[config.mk]
export PLATFORM = sky130hd
export DESIGN_NAME = ddr_wr_port_arbiter
export DESIGN_NICKNAME = d
export VERILOG_FILES = /design/src/rtl/ddr_arb_pkg.sv /design/src/rtl/rr_arbiter_core.sv /design/src/rtl/ddr_wr_port_arbiter.sv
export SDC_FILE = /design/constraint.sdc
export NUM_CORES = 1
export LEC_CHECK = 0
export ABC_AREA = 0
export CAP_MARGIN = 40
export CORE_UTILIZATION = 25
export DETAILED_ROUTE_END_ITERATION = 16
export GPL_ROUTABILITY_DRIVEN = 0
export GPL_TIMING_DRIVEN = 1
export SYNTH_ARGS = -nofsm -noshare
export SYNTH_HDL_FRONTEND = slang
export SYNTH_SLANG_ARGS = --single-unit
[constraint.sdc]
create_clock -name ddr_clk -period 4.13 [get_ports ddr_clk]
set_input_delay 0.826 -clock ddr_clk [delete_from_list [all_inputs] [get_ports ddr_clk]]
set_output_delay 0.826 -clock ddr_clk [all_outputs]
set_load 0.01 [all_outputs]
[src/rtl/ddr_arb_pkg.sv]
// Shared definitions for the DDR port arbiters: FSM encoding, timing defaults
// and the helper that locates one slave's field inside a flattened bus.
package ddr_arb_pkg;

  typedef enum logic [1:0] {
    ST_IDLE    = 2'd0,
    ST_CMD     = 2'd1,
    ST_DATA    = 2'd2,
    ST_RELEASE = 2'd3
  } arb_state_t;

  localparam int RELEASE_GAP_DEF = 3;
  localparam int TIMEOUT_CYC_DEF = 4096;

  function automatic int slice_lo(input int idx, input int width);
    return idx * width;
  endfunction

endpackage

[src/rtl/rr_arbiter_core.sv]
// Round-robin priority picker: the first requester after the stored pointer
// wins; the pointer moves to the winner when update is strobed.
module rr_arbiter_core #(
  parameter  int NUM_REQ = 4,
  localparam int IDX_W   = (NUM_REQ > 1) ? $clog2(NUM_REQ) : 1
) (
  input  logic               clk,
  input  logic               rst,
  input  logic [NUM_REQ-1:0] req,
  input  logic               update,
  output logic [NUM_REQ-1:0] grant,
  output logic [IDX_W-1:0]   grant_idx,
  output logic               grant_any
);

  logic [IDX_W-1:0] ptr;

  always_comb begin
    int               cand;
    logic [IDX_W-1:0] cand_idx;
    cand      = 0;
    cand_idx  = '0;
    grant_any = 1'b0;
    grant_idx = '0;
    for (int k = 1; k <= NUM_REQ; k++) begin
      cand     = (int'(ptr) + k) % NUM_REQ;
      cand_idx = IDX_W'(cand);
      if (!grant_any && req[cand_idx]) begin
        grant_any = 1'b1;
        grant_idx = cand_idx;
      end
    end
  end

  assign grant = grant_any ? (NUM_REQ'(1) << grant_idx) : '0;

  // Pointer starts at the last slot so slave 0 has top priority after reset
  always_ff @(posedge clk or posedge rst) begin
    if (rst)
      ptr <= IDX_W'(NUM_REQ - 1);
    else if (update && grant_any)
      ptr <= grant_idx;
  end

endmodule

[src/rtl/ddr_wr_port_arbiter.sv]
// Shares one DDR write command/data port among several slave FIFOs with
// round-robin grants, a release gap between owners and a stall timeout.
module ddr_wr_port_arbiter
  import ddr_arb_pkg::*;
#(
  parameter int NUM_SLAVES  = 4,
  parameter int ADDR_W      = 25,
  parameter int LEN_W       = 10,
  parameter int DATA_W      = 16,
  parameter int RELEASE_GAP = RELEASE_GAP_DEF,
  parameter int TIMEOUT_CYC = TIMEOUT_CYC_DEF
) (
  input  logic                         ddr_clk,
  input  logic                         sys_rst,
  input  logic [NUM_SLAVES-1:0]        slave_req,
  input  logic [NUM_SLAVES*ADDR_W-1:0] slave_waddr,
  input  logic [NUM_SLAVES*LEN_W-1:0]  slave_wburst_len,
  output logic [NUM_SLAVES-1:0]        arbitrate_valid,
  output logic [NUM_SLAVES-1:0]        slave_fifo_rden,
  input  logic [NUM_SLAVES*DATA_W-1:0] slave_fifo_dout,
  output logic                         ddr_wr_req,
  input  logic                         ddr_wr_ack,
  output logic [ADDR_W-1:0]            ddr_wr_addr,
  output logic [LEN_W-1:0]             ddr_wr_len,
  input  logic                         ddr_wdata_req,
  output logic [DATA_W-1:0]            ddr_wdata,
  input  logic                         ddr_wr_done,
  output logic                         err_timeout,
  output logic                         err_len
);

  localparam int IDX_W = $clog2(NUM_SLAVES);
  localparam int GAP_W = $clog2(RELEASE_GAP + 1);
  localparam int TMO_W = $clog2(TIMEOUT_CYC + 1);

  logic [ADDR_W-1:0] addr_arr [NUM_SLAVES];
  logic [LEN_W-1:0]  len_arr  [NUM_SLAVES];
  logic [DATA_W-1:0] dout_arr [NUM_SLAVES];

  for (genvar i = 0; i < NUM_SLAVES; i++) begin : g_unpack
    assign addr_arr[i] = slave_waddr[slice_lo(i, ADDR_W) +: ADDR_W];
    assign len_arr[i]  = slave_wburst_len[slice_lo(i, LEN_W) +: LEN_W];
    assign dout_arr[i] = slave_fifo_dout[slice_lo(i, DATA_W) +: DATA_W];
  end

  arb_state_t            state;
  logic [IDX_W-1:0]      gidx;
  logic [LEN_W:0]        beat_cnt;
  logic [TMO_W-1:0]      tmo_cnt;
  logic [GAP_W-1:0]      gap_cnt;
  logic [NUM_SLAVES-1:0] rr_grant;
  logic [IDX_W-1:0]      rr_idx;
  logic                  rr_any;
  logic                  beat;
  logic                  tmo_hit;
  logic [LEN_W:0]        beats_now;

  rr_arbiter_core #(.NUM_REQ(NUM_SLAVES)) u_rr (
    .clk       (ddr_clk),
    .rst       (sys_rst),
    .req       (slave_req),
    .update    (state == ST_IDLE),
    .grant     (rr_grant),
    .grant_idx (rr_idx),
    .grant_any (rr_any)
  );

  // Beat counter is one bit wider than the length so a full-length burst cannot wrap
  assign beat      = (state == ST_DATA) && ddr_wdata_req && (beat_cnt < {1'b0, ddr_wr_len});
  assign beats_now = beat_cnt + {{LEN_W{1'b0}}, beat};
  assign tmo_hit   = (tmo_cnt == TMO_W'(TIMEOUT_CYC - 1));

  always_comb begin
    slave_fifo_rden       = '0;
    slave_fifo_rden[gidx] = beat;
    ddr_wdata             = (state == ST_DATA) ? dout_arr[gidx] : '0;
  end

  always_ff @(posedge ddr_clk or posedge sys_rst) begin
    if (sys_rst) begin
      state           <= ST_IDLE;
      gidx            <= '0;
      arbitrate_valid <= '0;
      ddr_wr_req      <= 1'b0;
      ddr_wr_addr     <= '0;
      ddr_wr_len      <= '0;
      beat_cnt        <= '0;
      tmo_cnt         <= '0;
      gap_cnt         <= '0;
      err_timeout     <= 1'b0;
      err_len         <= 1'b0;
    end else begin
      err_timeout <= 1'b0;
      err_len     <= 1'b0;
      if (beat)
        beat_cnt <= beat_cnt + 1'b1;
      case (state)
        ST_IDLE: begin
          if (rr_any) begin
            gidx            <= rr_idx;
            arbitrate_valid <= rr_grant;
            ddr_wr_addr     <= addr_arr[rr_idx];
            ddr_wr_len      <= len_arr[rr_idx];
            beat_cnt        <= '0;
            tmo_cnt         <= '0;
            gap_cnt         <= '0;
            if (len_arr[rr_idx] == '0) begin
              state <= ST_RELEASE;
            end else begin
              state      <= ST_CMD;
              ddr_wr_req <= 1'b1;
            end
          end
        end
        ST_CMD: begin
          tmo_cnt <= tmo_cnt + 1'b1;
          if (tmo_hit) begin
            err_timeout     <= 1'b1;
            ddr_wr_req      <= 1'b0;
            arbitrate_valid <= '0;
            gap_cnt         <= '0;
            state           <= ST_RELEASE;
          end else if (ddr_wr_ack) begin
            ddr_wr_req <= 1'b0;
            state      <= ST_DATA;
          end
        end
        // A completing burst takes precedence over a timeout in the same cycle
        ST_DATA: begin
          tmo_cnt <= tmo_cnt + 1'b1;
          if (ddr_wr_done) begin
            err_len         <= (beats_now != {1'b0, ddr_wr_len});
            arbitrate_valid <= '0;
            gap_cnt         <= '0;
            state           <= ST_RELEASE;
          end else if (tmo_hit) begin
            err_timeout     <= 1'b1;
            arbitrate_valid <= '0;
            gap_cnt         <= '0;
            state           <= ST_RELEASE;
          end
        end
        // Gap counting starts only once valid is low, so slaves see the full gap
        ST_RELEASE: begin
          if (|arbitrate_valid)
            arbitrate_valid <= '0;
          else if (gap_cnt == GAP_W'(RELEASE_GAP - 1))
            state <= ST_IDLE;
          else
            gap_cnt <= gap_cnt + 1'b1;
        end
        default: state <= ST_IDLE;
      endcase
    end
  end

endmodule

==> results of run 1 <==
-- synthesized netlist by cell type (3+ instances only) --
library cell	n	share of area, %
nand2_1	198	13
nand3_1	80	7.2
dfrtp_1	72	32
nor2_1	41	2.8
o21ai_1	35	3.1
clkbuf_1	33	2.2
inv_1	27	1.8
a21oi_1	23	2.1
and2_1	23	2.6
o21ai_0	21	1.9
mux4_2	20	8.1
ha_1	19	4.3
xor2_1	15	2.4
xnor2_1	12	1.9
nand4_1	9	1.0
buf_1	7	0.47
and3_1	6	0.67
nor3_1	5	0.45
nor4_1	5	0.56
a21o_1	4	0.54
nand2b_1	4	0.45
o211ai_1	4	0.54
a211oi_1	3	0.40
a31oi_1	3	0.34
nor2b_1	3	0.34
-- metrics by stage --
stage	power, W	area (um2)	cells	utilization [%]	worst slack [ns]
2_1_floorplan	0.00314	5570	716	-	0.710
3_3_place_gp	0.00443	8620	1242	39.5	0.453
3_5_place_dp	0.00448	8650	1243	39.6	0.410
4_1_cts	0.00530	8930	1258	40.9	0.235
5_1_grt	0.00567	8930	1258	40.9	0.0606
6_report	0.00522	8930	1258	40.9	0.257
-- layout make-up --
cell class	count	area, um2
clock inverters	3	40.0
multi-input cells	572	3460
well taps	280	350
inverters	27	103
flip-flops and latches	74	1850
clock buffers	12	246
fillers	2219	12900
repair buffers	290	2880
-- logic make-up (layout without fill, tap and decap cells) --
| logic type | Yosys count | in the layout |
|---|---|---|
| XOR/XNOR | 27 | 27 |
| flip-flops | 74 | 74 |
| AO/OA/AOI/OAI | 122 | 122 |
| AND/OR/NAND/NOR | 380 | 380 |
| buffers and inverters | 70 | 332 |
| multiplexers | 24 | 24 |
| adder cells (fa/ha/maj) | 19 | 19 |
-- registers in the layout, summed over array words and instances (netlist names) --
signal,cells
ddr_wr_len,10
beat_cnt,11
err_timeout,1
ddr_wr_addr,25
tmo_cnt,13
gidx,2
u_rr.ptr,2
ddr_wr_req,1
state,2
err_len,1
gap_cnt,2
arbitrate_valid,4
-- worst min-delay path: stages (launching register included) --
cell,delay (ns)
dfrtp_1,0.34
nand2_1,0.05
o21ai_1,0.06
-- power breakdown --
part	leakage (nW)	total [W]	internal, W	switching [W]
combinational	2.75	0.00318	0.00151	0.00167
sequential	0.946	0.00125	0.00101	0.000246
clock	0.142	0.000790	0.000480	0.000310
-- path summary, 6_finish.rpt --
path / start / endpoint / cells past startpoint
setup / recovery: beat_cnt[1] / slave_fifo_rden[0] / 9
max in group asynchronous: sys_rst / ddr_wr_addr[16] / 3
min in group asynchronous: sys_rst / err_timeout / 2
setup reg to reg: beat_cnt[1] / err_len / 16
hold reg to reg: ddr_wr_addr[6] / ddr_wr_addr[6] / 2
hold / removal: ddr_wr_addr[6] / ddr_wr_addr[6] / 2
-- layer usage --
metal | wire, um | part of all wire, % | vias up | GRT usage, %
li1 | - | - | 2991 | -
met2 | 8950 | 45 | 247 | 27.9
met3 | 2170 | 11 | 18 | 6.30
met4 | 274 | 1.4 | 0 | 4.85
met5 | 0 | 0 | - | 0
met1 | 8450 | 43 | 2688 | 21.5
==> impl_results.md, run 1 <==
* H-tree levels at 3
* Clock buffer depth at 2
* Post-synthesis register bit count at 74
* Ys flop type: dfrtp_1
* CTS tree: done
* Max stage delay cell, worst path: clkdlybuf4s50_1
* Critical Path Max Stage Delay at 0.60 ns
* Synth Area per Inst at 7.78 um2
* Fmax at around 260 MHz
* Die width at ~150 um
* Post-layout min period at 3.87 ns
* Detailed-placement wirelength estimate at 15500 um
* Crit-path cells: ha_1 -> a21o_1 -> a21o_1 -> a21oi_1 -> o21ai_1 -> a21oi_1 -> buf_4 -> nor3b_1 -> clkdlybuf4s50_1
* DRC at 0
* Max-cap violation count at 0
* Peak VDD IR at 261 uV
* Post-cts resize count at 0
* Worst setup SP type: flip-flop
* Clk root buf: clkbuf_16
* Via count at 5944
* Post-synth ARST share at 100%
* Initial Util at between 20% and 30%
* Status: complete, no violations
* Initial antenna violation count at 1
* Starting DRC count in detailed routing at ~280
* CP required at 3.30 ns
* Chip Height at 151 um
* Grt ovf at 0
* Clock Skew at 0.00713 ns
* Post-synthesis adder-cell area fraction at 4.27%
* Final setup viols at 0
* Ant. Diodes at 0
* Core Footprint at 21800 um2
* Unrepaired setup endpoints after global routing: false
* Leakage at about 3.8 nW
* Worst-Margin Slew at 0.668 ns
* Most frequent cells in the layout: clkdlybuf4s50_1, nand2_1, nand3_1
* Final Max Slew Viols at 0
* Maximum net fanout on the critical path at 9
* Critical path buffers and inverters at 2
* Vias/cell at 4.72
* Wire length of the first global-routing pass at 30200 um
* Row count at 54
* Skew-Pair Late Insertion Delay at 0.34 ns
* Layout cells sized above 1 at about 6.6%
* Combinational family with the most area after synthesis: simple AND/OR/NAND/NOR gates
* Clk sinks at 74
* Final Hold Viols at 0
* Setup bufs post-CTS at 0
* Pin count of the biggest net entering global routing at 58
* First-pass iteration count of the detailed router at 5
* Worst path top cell family by delay: compound AO/OA/AOI/OAI gates
* Critical path capture point type: output pin
* Slew headroom at between 50 and 60%
* Mux cell area share after synthesis at under 10%
* Routed length per instance at around 16 um
* Vias in the first global route at around 5500
* R2R Setup Slk at between 0.4 and 0.5 ns
* I/O pins at 275
* Commonest non-fill, non-tap cell in the layout: clkdlybuf4s50_1
* Critical path class: flip-flop to output pin
* Hold_buf cts at 0
* XOR/XNOR Fraction of Synth Area at around 4.2%
* Final setup TNS at 0 ns
* Worst min-delay path class: flip-flop to flip-flop
* Die area at 22900 um2
* Crit share post-route at 93.8%
* Synth Warn # at 0
* I/O Buffers at ~270
* Layout net count at around 1200
* Hold slack at 0.482 ns
* Simple-gate share of the synthesized area at 30.2%
* Mapped Area at 5570 um2
* Synth unique cells at 56
* Post-route ant nets at 0
* Post-synth EDFFs at 0
* Synth Instances at 716
* Clk pin slew, worst setup/hold paths at 0.06 ns
* Net Count, Synth at 948
* Synth Area in Compound Gates at 13.9%
* Layout area overhead at 60.4%
* Register area share after synthesis at 33.3%
* Global-route usage over all layers at 17.3%
* Power per cell area at 585 nW/um2
* Final WL at slightly below 20000 um
* Inserted Clock Buffers at 9
* Worst EP arrival at 3.05 ns
(Power assumes the default switching activity.)
==> run 2: changes to the inputs <==
Settings changed: SLEW_MARGIN from default to 20.
==> impl_results.md, run 2 (same netlist as run 1, synthesis figures left out) <==
* Status: complete, no violations
* Critical path capture point type: output pin
* Wire length of the first global-routing pass at 30000 um
* Max-cap violation count at 0
* Die area at 22900 um2
* Util after Layout at 41.0%
* Routed length per instance at 15.8 um
* Pin count of the biggest net entering global routing at a little under 60
* Maximum net fanout on the critical path at 9
* CTS tree: done
* Finished Layout Cells at approximately 1300
* Clk sinks at 74
* Post-layout min period at 3.83 ns
* Via count at 5965
* Layout net count at 1206
* Top flop regs: ddr_wr_addr x25, tmo_cnt x13, beat_cnt x11
* Clock power share at 15.8%
* Vias/cell at about 4.7
* Worst setup SP type: flip-flop
* Initial Util at ~26%
* Internal power at 0.00302 W
* Starting DRC count in detailed routing at 287
* Layout area overhead at 60.7%
* Fmax at 261 MHz
* Vias in the first global route at 5528
* Slew headroom at a little under three fifths
* Layout cells sized above 1 at 6.95%
* Skew-Pair Late Insertion Delay at 0.34 ns
* Cell Area, Placed at between 8000 and 9000 um2
* Worst min-delay path class: flip-flop to flip-flop
* Final Max Slew Viols at 0
* P_sw at 0.00224 W
* Switching share of power at about 43%
* Tot Pwr at 0.00527 W
* I/O Buffers at 274
* Largest register FFs at 25
* Critical path class: flip-flop to output pin
* Post-cts resize count at 0
* Worst EP arrival at about 3 ns
* Hold_buf cts at 0
* Post-route ant nets at 0
* Final Hold Viols at 0
* Clk root buf: clkbuf_16
* Initial antenna violation count at 0
* Clock buffer depth at 2
* Clk pin slew, worst setup/hold paths at 0.06 ns
* Die width at 151 um
* Final setup viols at 0
* Final Cell Area at about 8900 um2
* Commonest non-fill, non-tap cell in the layout: clkdlybuf4s50_1
* First-pass iteration count of the detailed router at 4
* Chip Height at 151 um
* Row count at 54
* Filler cells at 2256
* Global-route usage over all layers at 17.0%
* Setup bufs post-CTS at 0
* Final WL at ~20000 um
* Ant. Diodes at 0
* Final setup TNS at 0 ns
* Inserted Clock Buffers at 9
* Worst-Margin Slew at 0.670 ns
* Dpl cells at about 1200
* Detailed-placement wirelength estimate at between 15000 and 20000 um
* Core Footprint at 21800 um2
* Leakage at 3.85 nW
* Unrepaired setup endpoints after global routing: false
* Grt ovf at 0
* Share of power burned in registers at 23.8%
* I/O pins at roughly 280
* DRC at 0
* Clock Skew at 0.00512 ns
* Peak VDD IR at 265 uV
* Logic pwr share at 60.4%
* Power per cell area at 588 nW/um2
* Crit share post-route at 92.7%
* CP required at 3.30 ns
* Most frequent cells in the layout: clkdlybuf4s50_1, nand2_1, nand3_1
* Biggest register: ddr_wr_addr
* H-tree levels at 3
## run 2: power by group through the flow
| stage | sequential [W] | clock, W | combinational (W) |
|---|---|---|---|
| 2_1_floorplan | 0.00128 | 0 | 0.00186 |
| 6_report | 0.00125 | 0.000833 | 0.00318 |
| 3_3_place_gp | 0.00128 | 0 | 0.00314 |
| 5_1_grt | 0.00129 | 0.000884 | 0.00351 |
| 3_5_place_dp | 0.00126 | 0 | 0.00321 |
| 4_1_cts | 0.00126 | 0.000859 | 0.00322 |
## run 2: metrics by stage
stage / hold slack [ns] / setup slack (ns)
detailed placement: 0.475 / 0.417
global placement: 0.466 / 0.453
floorplan: 0.480 / 0.710
CTS: 0.488 / 0.275
global route: 0.508 / 0.105
finish: 0.484 / 0.302
## run 2: final cells by class
type	instances	area [um2]	area share, %
well taps	280	350	3.91
multi-input cells	572	3460	38.6
flip-flops and latches	74	1850	20.7
clock inverters	4	48.8	0.545
clock buffers	12	267	2.98
repair buffers	290	2870	32.1
inverters	27	103	1.15
## run 2: worst max-delay path, cell delays in order (launching register included)
cell and delay [ns]:
dfrtp_1 0.48, ha_1 0.31, a21o_1 0.16, a21o_1 0.18, a21oi_1 0.17, o21ai_1 0.15
a21oi_1 0.25, buf_4 0.21, nor3b_1 0.18, clkdlybuf4s50_1 0.59
## run 2: routing by layer
metal	track usage, %	routed length [um]
met1	21.5	8380
met4	4.10	142
met2	27.8	9290
met3	5.57	2130
met5	0	0
## run 2: final timing paths
path | startpoint | endpoint | slack [ns] | depth (start not counted)
worst max-delay path | beat_cnt[1] | slave_fifo_rden[0] | 0.30 | 9
worst min-delay path | ddr_wr_addr[6] | ddr_wr_addr[6] | 0.48 | 2
worst max register to register | beat_cnt[1] | err_len | 0.48 | 16
worst min register to register | ddr_wr_addr[6] | ddr_wr_addr[6] | 0.48 | 2
max in group asynchronous | sys_rst | ddr_wr_addr[16] | 2.58 | 3
min in group asynchronous | sys_rst | tmo_cnt[9] | 0.82 | 2
